==> config.mk <==
export PLATFORM = sky130hd
export DESIGN_NAME = cam_core
export DESIGN_NICKNAME = d
export VERILOG_FILES = /design/src/rtl/cam_pkg.sv /design/src/rtl/cam_core_match.sv /design/src/rtl/cam_core.sv
export SDC_FILE = /design/constraint.sdc
export NUM_CORES = 1
export LEC_CHECK = 0
export BUFFER_PORTS_ARGS = -buffer_cell sky130_fd_sc_hd__buf_2
export CAP_MARGIN = 10
export CELL_PAD_IN_SITES_DETAIL_PLACEMENT = 0
export CELL_PAD_IN_SITES_GLOBAL_PLACEMENT = 1
export CORE_MARGIN = 3
export CORE_UTILIZATION = 54
export CTS_CLUSTER_SIZE = 14
export DETAILED_ROUTE_END_ITERATION = 8
export PLACE_DENSITY = 0.83
export SLEW_MARGIN = 20
export SYNTH_ARGS = -nofsm -noshare
export SYNTH_HDL_FRONTEND = slang
export SYNTH_HIERARCHICAL = 1
export SYNTH_SLANG_ARGS = --single-unit
==> constraint.sdc <==
create_clock -name clk -period 8.6 [get_ports clk]
set_input_delay 1.72 -clock clk [delete_from_list [all_inputs] [get_ports clk]]
set_output_delay 1.72 -clock clk [all_outputs]
set_load 0.1 [all_outputs]
==> src/rtl/cam_pkg.sv <==
// cam_pkg: shared width defaults and helper functions for the CAM core
// Provides default table geometry, the occupancy width function and a
// lowest-set-bit priority encoder (supports tables of up to 64 entries).
package cam_pkg;
    localparam int CAM_TABLE_SIZE  = 16;
    localparam int CAM_KEY_SIZE    = 8;
    localparam int CAM_VALUE_SIZE  = 32;
    localparam int CAM_UPDATE_USER = 4;
    localparam int CAM_LOOKUP_USER = 4;

    function automatic int occ_w(input int n);
        return $clog2(n + 1);
    endfunction

    function automatic int lsb_idx(input logic [63:0] v);
        int r;
        r = 0;
        for (int i = 63; i >= 0; i--)
            if (v[i]) r = i;
        return r;
    endfunction
endpackage

==> src/rtl/cam_core_match.sv <==
// cam_core_match: parallel compare of one key against every valid table entry
// Ports: key (search key), keys/valid (table contents),
//        hit_vec (per-entry match), hit (any match), idx (lowest matching entry).
module cam_core_match
    import cam_pkg::*;
#(
    parameter int TABLE_SIZE = CAM_TABLE_SIZE,
    parameter int KEY_SIZE   = CAM_KEY_SIZE
) (
    input  logic [KEY_SIZE-1:0]                  key,
    input  logic [TABLE_SIZE-1:0][KEY_SIZE-1:0]  keys,
    input  logic [TABLE_SIZE-1:0]                valid,
    output logic [TABLE_SIZE-1:0]                hit_vec,
    output logic                                 hit,
    output logic [$clog2(TABLE_SIZE)-1:0]        idx
);
    for (genvar i = 0; i < TABLE_SIZE; i++) begin : g_cmp
        assign hit_vec[i] = valid[i] && (keys[i] == key);
    end
    assign hit = |hit_vec;
    assign idx = $clog2(TABLE_SIZE)'(lsb_idx(64'(hit_vec)));
endmodule

==> src/rtl/cam_core.sv <==
// cam_core: self-allocating key/value CAM with round-robin eviction when full
// Ports: clk/rst (sync, active-high); update_req_* insert-or-overwrite stream
//        (user accepted, not stored); lookup_req_* search stream; lookup_value_*
//        registered response (data 0 on miss, user echoed); occupancy = valid entries.
// Option: define CAM_CORE_HIT_EN to add the registered lookup_value_hit output.
module cam_core
    import cam_pkg::*;
#(
    parameter int TABLE_SIZE        = CAM_TABLE_SIZE,
    parameter int KEY_SIZE          = CAM_KEY_SIZE,
    parameter int VALUE_SIZE        = CAM_VALUE_SIZE,
    parameter int UPDATE_USER_WIDTH = CAM_UPDATE_USER,
    parameter int LOOKUP_USER_WIDTH = CAM_LOOKUP_USER
) (
    input  logic                           clk,
    input  logic                           rst,
    input  logic [KEY_SIZE-1:0]            update_req_index,
    input  logic [VALUE_SIZE-1:0]          update_req_data,
    input  logic                           update_req_valid,
    output logic                           update_req_ready,
    input  logic [UPDATE_USER_WIDTH-1:0]   update_req_user,
    input  logic [KEY_SIZE-1:0]            lookup_req_index,
    input  logic                           lookup_req_valid,
    output logic                           lookup_req_ready,
    input  logic [LOOKUP_USER_WIDTH-1:0]   lookup_req_user,
    output logic [VALUE_SIZE-1:0]          lookup_value_data,
    output logic                           lookup_value_valid,
    input  logic                           lookup_value_ready,
    output logic [LOOKUP_USER_WIDTH-1:0]   lookup_value_user,
`ifdef CAM_CORE_HIT_EN
    output logic                           lookup_value_hit,
`endif
    output logic [occ_w(TABLE_SIZE)-1:0]   occupancy
);
    localparam int IW = $clog2(TABLE_SIZE);

    logic [TABLE_SIZE-1:0]                 ent_valid;
    logic [TABLE_SIZE-1:0][KEY_SIZE-1:0]   ent_key;
    logic [TABLE_SIZE-1:0][VALUE_SIZE-1:0] ent_val;
    logic [TABLE_SIZE-1:0]                 upd_vec, lk_vec;
    logic [IW-1:0]                         rp, upd_idx, lk_idx, free_idx, wr_idx;
    logic                                  upd_hit, lk_hit, has_free, upd_fire, lk_fire;
    logic                                  unused_ok;

    cam_core_match #(.TABLE_SIZE(TABLE_SIZE), .KEY_SIZE(KEY_SIZE)) u_upd_match (
        .key(update_req_index), .keys(ent_key), .valid(ent_valid),
        .hit_vec(upd_vec), .hit(upd_hit), .idx(upd_idx)
    );

    cam_core_match #(.TABLE_SIZE(TABLE_SIZE), .KEY_SIZE(KEY_SIZE)) u_lk_match (
        .key(lookup_req_index), .keys(ent_key), .valid(ent_valid),
        .hit_vec(lk_vec), .hit(lk_hit), .idx(lk_idx)
    );

    assign update_req_ready = !rst;
    assign lookup_req_ready = !rst && (!lookup_value_valid || lookup_value_ready);
    assign upd_fire = update_req_valid && update_req_ready;
    assign lk_fire  = lookup_req_valid && lookup_req_ready;
    assign has_free = ~&ent_valid;
    assign free_idx = IW'(lsb_idx(64'(~ent_valid)));
    // Overwrite on hit, else first free slot, else evict the round-robin victim.
    assign wr_idx = upd_hit ? upd_idx : has_free ? free_idx : rp;

    // Lookup reads the pre-edge table, so a same-cycle update is not visible.
    always_ff @(posedge clk) begin
        if (rst) begin
            ent_valid          <= '0;
            rp                 <= '0;
            occupancy          <= '0;
            lookup_value_valid <= 1'b0;
            lookup_value_data  <= '0;
            lookup_value_user  <= '0;
        end else begin
            if (upd_fire) begin
                ent_valid[wr_idx] <= 1'b1;
                ent_key[wr_idx]   <= update_req_index;
                ent_val[wr_idx]   <= update_req_data;
                if (!upd_hit && has_free)
                    occupancy <= occupancy + 1'b1;
                if (!upd_hit && !has_free)
                    rp <= rp + 1'b1;
            end
            if (lookup_req_ready)
                lookup_value_valid <= lookup_req_valid;
            if (lk_fire) begin
                lookup_value_data <= lk_hit ? ent_val[lk_idx] : '0;
                lookup_value_user <= lookup_req_user;
            end
        end
    end

`ifdef CAM_CORE_HIT_EN
    always_ff @(posedge clk) begin
        if (rst)
            lookup_value_hit <= 1'b0;
        else if (lk_fire)
            lookup_value_hit <= lk_hit;
    end
    assign unused_ok = ^{update_req_user, upd_vec, lk_vec};
`else
    assign unused_ok = ^{update_req_user, upd_vec, lk_vec};
`endif
endmodule

==> results by group <==
STA
  – Worst-Margin Slew: 1.09 ns
  – Setup TNS: 0 ns
  – RSZ-0062 raised after global routing: false
  – Post-route minimum period: 6.11 ns
  – Max frequency: 164 MHz
  – Setup WS post-layout: between 2 and 2.5 ns
  – Max Clock Skew: about 0.028 ns
  – Max Slew Vio Count: 0
  – Max-slew headroom: between 20% and 30%
  – Final Hold Fails: 0
  – Fin Hold WS: between 0.4 and 0.5 ns
  – Final number of setup-violating endpoints: 0
  – Tcrit/Tclk final: a little under three quarters

Place
  – DP Worst Slack: 1.93 ns
  – Gp weighted congestion: 0.791
  – Final HPWL DP: 35.4 mm
  – Cell Area, Placed: 30600 um2
  – DP Cell Count: 2325
  – PortBufs: 100

Clocking
  – Cts bufs inserted: 73
  – Later-pin clock latency in the skew report: 0.62 ns
  – Clk pin slew, worst setup/hold paths: 0.06 ns
  – Clk sinks: between 700 and 800
  – Clock Path Buffers: 3
  – Post-CTS Resized: 0
  – TritonCTS clock tree: yes
  – Cts hold-fix bufs: 0
  – Root Buffer: clkbuf_16
  – H-tree Lvls: 3
  – Post-CTS setup repair buffer count: 0

Power and ir drop
  – Total power: between 7 and 8 mW
  – Pwr/cell area: 220 nW/um2
  – Leak: between 10 and 15 nW
  – VDD IR max: 0.000186 V

Cells and area
  – Layout overhead on the synthesized area: 12.7%
  – Final net count: 1776
  – Fin area: between 30000 and 40000 um2
  – Commonest non-fill, non-tap cell in the layout: edfxtp_1
  – Fin cells: 2463
  – Share of cells above drive strength 1: roughly 26%
  – Utilization after layout: between 60% and 70%
  – Most frequent cells in the layout: 640 x edfxtp_1, 200 x xnor2_1, 158 x mux4_2, 100 x buf_2, 75 x clkbuf_16

GRT
  – Grt total ovfl: 0
  – Largest net degree at the start of global routing: 129
  – Tot GR Track Use: 24.2%
  – First-pass GRT wire length: between 100 and 150 mm
  – Vias in the first global route: 15600
  – Initial antenna violation count: 6

Setup path
  – Crit path max fanout: 32
  – R2R Path Start: ent_key[11]
  – FF-to-FF path depth: 12
  – Worst endpoint data arrival time: between 6 and 7 ns
  – R2R setup slack: 3.87 ns
  – CP endpoint kind: register
  – Worst R2R End: ent_val[241]
  – CP Launch Type: input port
  – Worst Path Required: 8.87 ns
  – Critical Setup Path Class: input port to register

Detailed routing
  – Avg WL per Cell: approximately 27 um
  – Final WL: 67.5 mm
  – Via count: 15000
  – Initial drt markers: ~1500
  – Vias per std cell: 6.10
  – DRT antenna net count: 0
  – # DRC: 0
  – DRT Pass-1 Iters: 5

Floorplanning
  – Rows: 84
  – IO Count: 105
  – Die W: 239 um
  – Die Y: 239 um
  – Core area: 53200 um2
  – Die area: 57300 um2
  – Initial Util: 55.3%

Min path
  – Hold Path End: lookup_value_data[22]
  – Hold depth: 1
  – Worst min-delay path class: register to register
  – HP Start: lookup_value_data[22]

Yosys
  – Post-synthesis cell area: 29400 um2
  – Syn Nets: 1654
  – Synth warn: 6
  – Syn Inst Count: 1591
  – Mean Syn Cell Area: between 15 and 20 um2

Outcome
  – Status: completed

Run
  – # Max-Cap Violations: 0
[power by group]
| part | leakage (nW) | total, mW | internal, mW | switching, mW |
|---|---|---|---|---|
| registers | 6.27 | 3.76 | 3.75 | 0.0119 |
| clock network | 1.21 | 3.25 | 1.95 | 1.30 |
| logic | 2.73 | 0.267 | 0.0800 | 0.187 |
| total | 10.2 | 7.28 | 5.78 | 1.50 |
[worst max-delay path: stages]
cell and delay (ns):
buf_2 0.67, xor2_1 0.17, nor4_1 0.45, nand3_1 0.15, nor4_2 0.23, or2_1 0.16, nand2b_1 0.14, nand3b_1 0.50
nor3_2 0.16, a32oi_1 0.49, nand2_1 0.29, nor3_2 0.79, buf_12 0.35
[final cells by class]
cell class                      count  area, um2
Fill cell                        3618      20100
Inverter                           51        191
Timing Repair Buffer              129        838
Tap cell                          688        861
Clock buffer                       97       2000
Sequential cell                   702      20500
Clock inverter                     37        484
Antenna cell                        3       7.51
Multi-Input combinational cell    756       8280
[per-layer routing]
layer / global-route usage [%] / part of all wire (%)
met2: 40.0 / 50
met1: 33.2 / 41
met5: 0 / 0.050
met3: 4.19 / 7.0
met4: 7.88 / 2.6
[flip-flops by register name, summed over array words and instances (netlist names)]
register	cells
ent_val	512
ent_key	128
lookup_value_data	32
ent_valid	16
occupancy	5
lookup_value_user	4
rp	4
lookup_value_valid	1
[worst max-delay path by stage]
stage                   startpoint           end  slack, ns  depth (start not counted)
5_1_grt        update_req_index[5]  ent_val[231]       2.19                         13
3_5_place_dp   update_req_index[5]  ent_val[207]       1.93                         13
3_3_place_gp   update_req_index[3]  ent_val[198]       2.04                         13
4_1_cts        update_req_index[5]  ent_val[197]       2.53                         13
2_1_floorplan  update_req_index[1]   ent_key[56]       1.54                         12
6_report       update_req_index[5]  ent_val[241]       2.49                         13
Note: power is estimated with default switching activity, not from simulation.
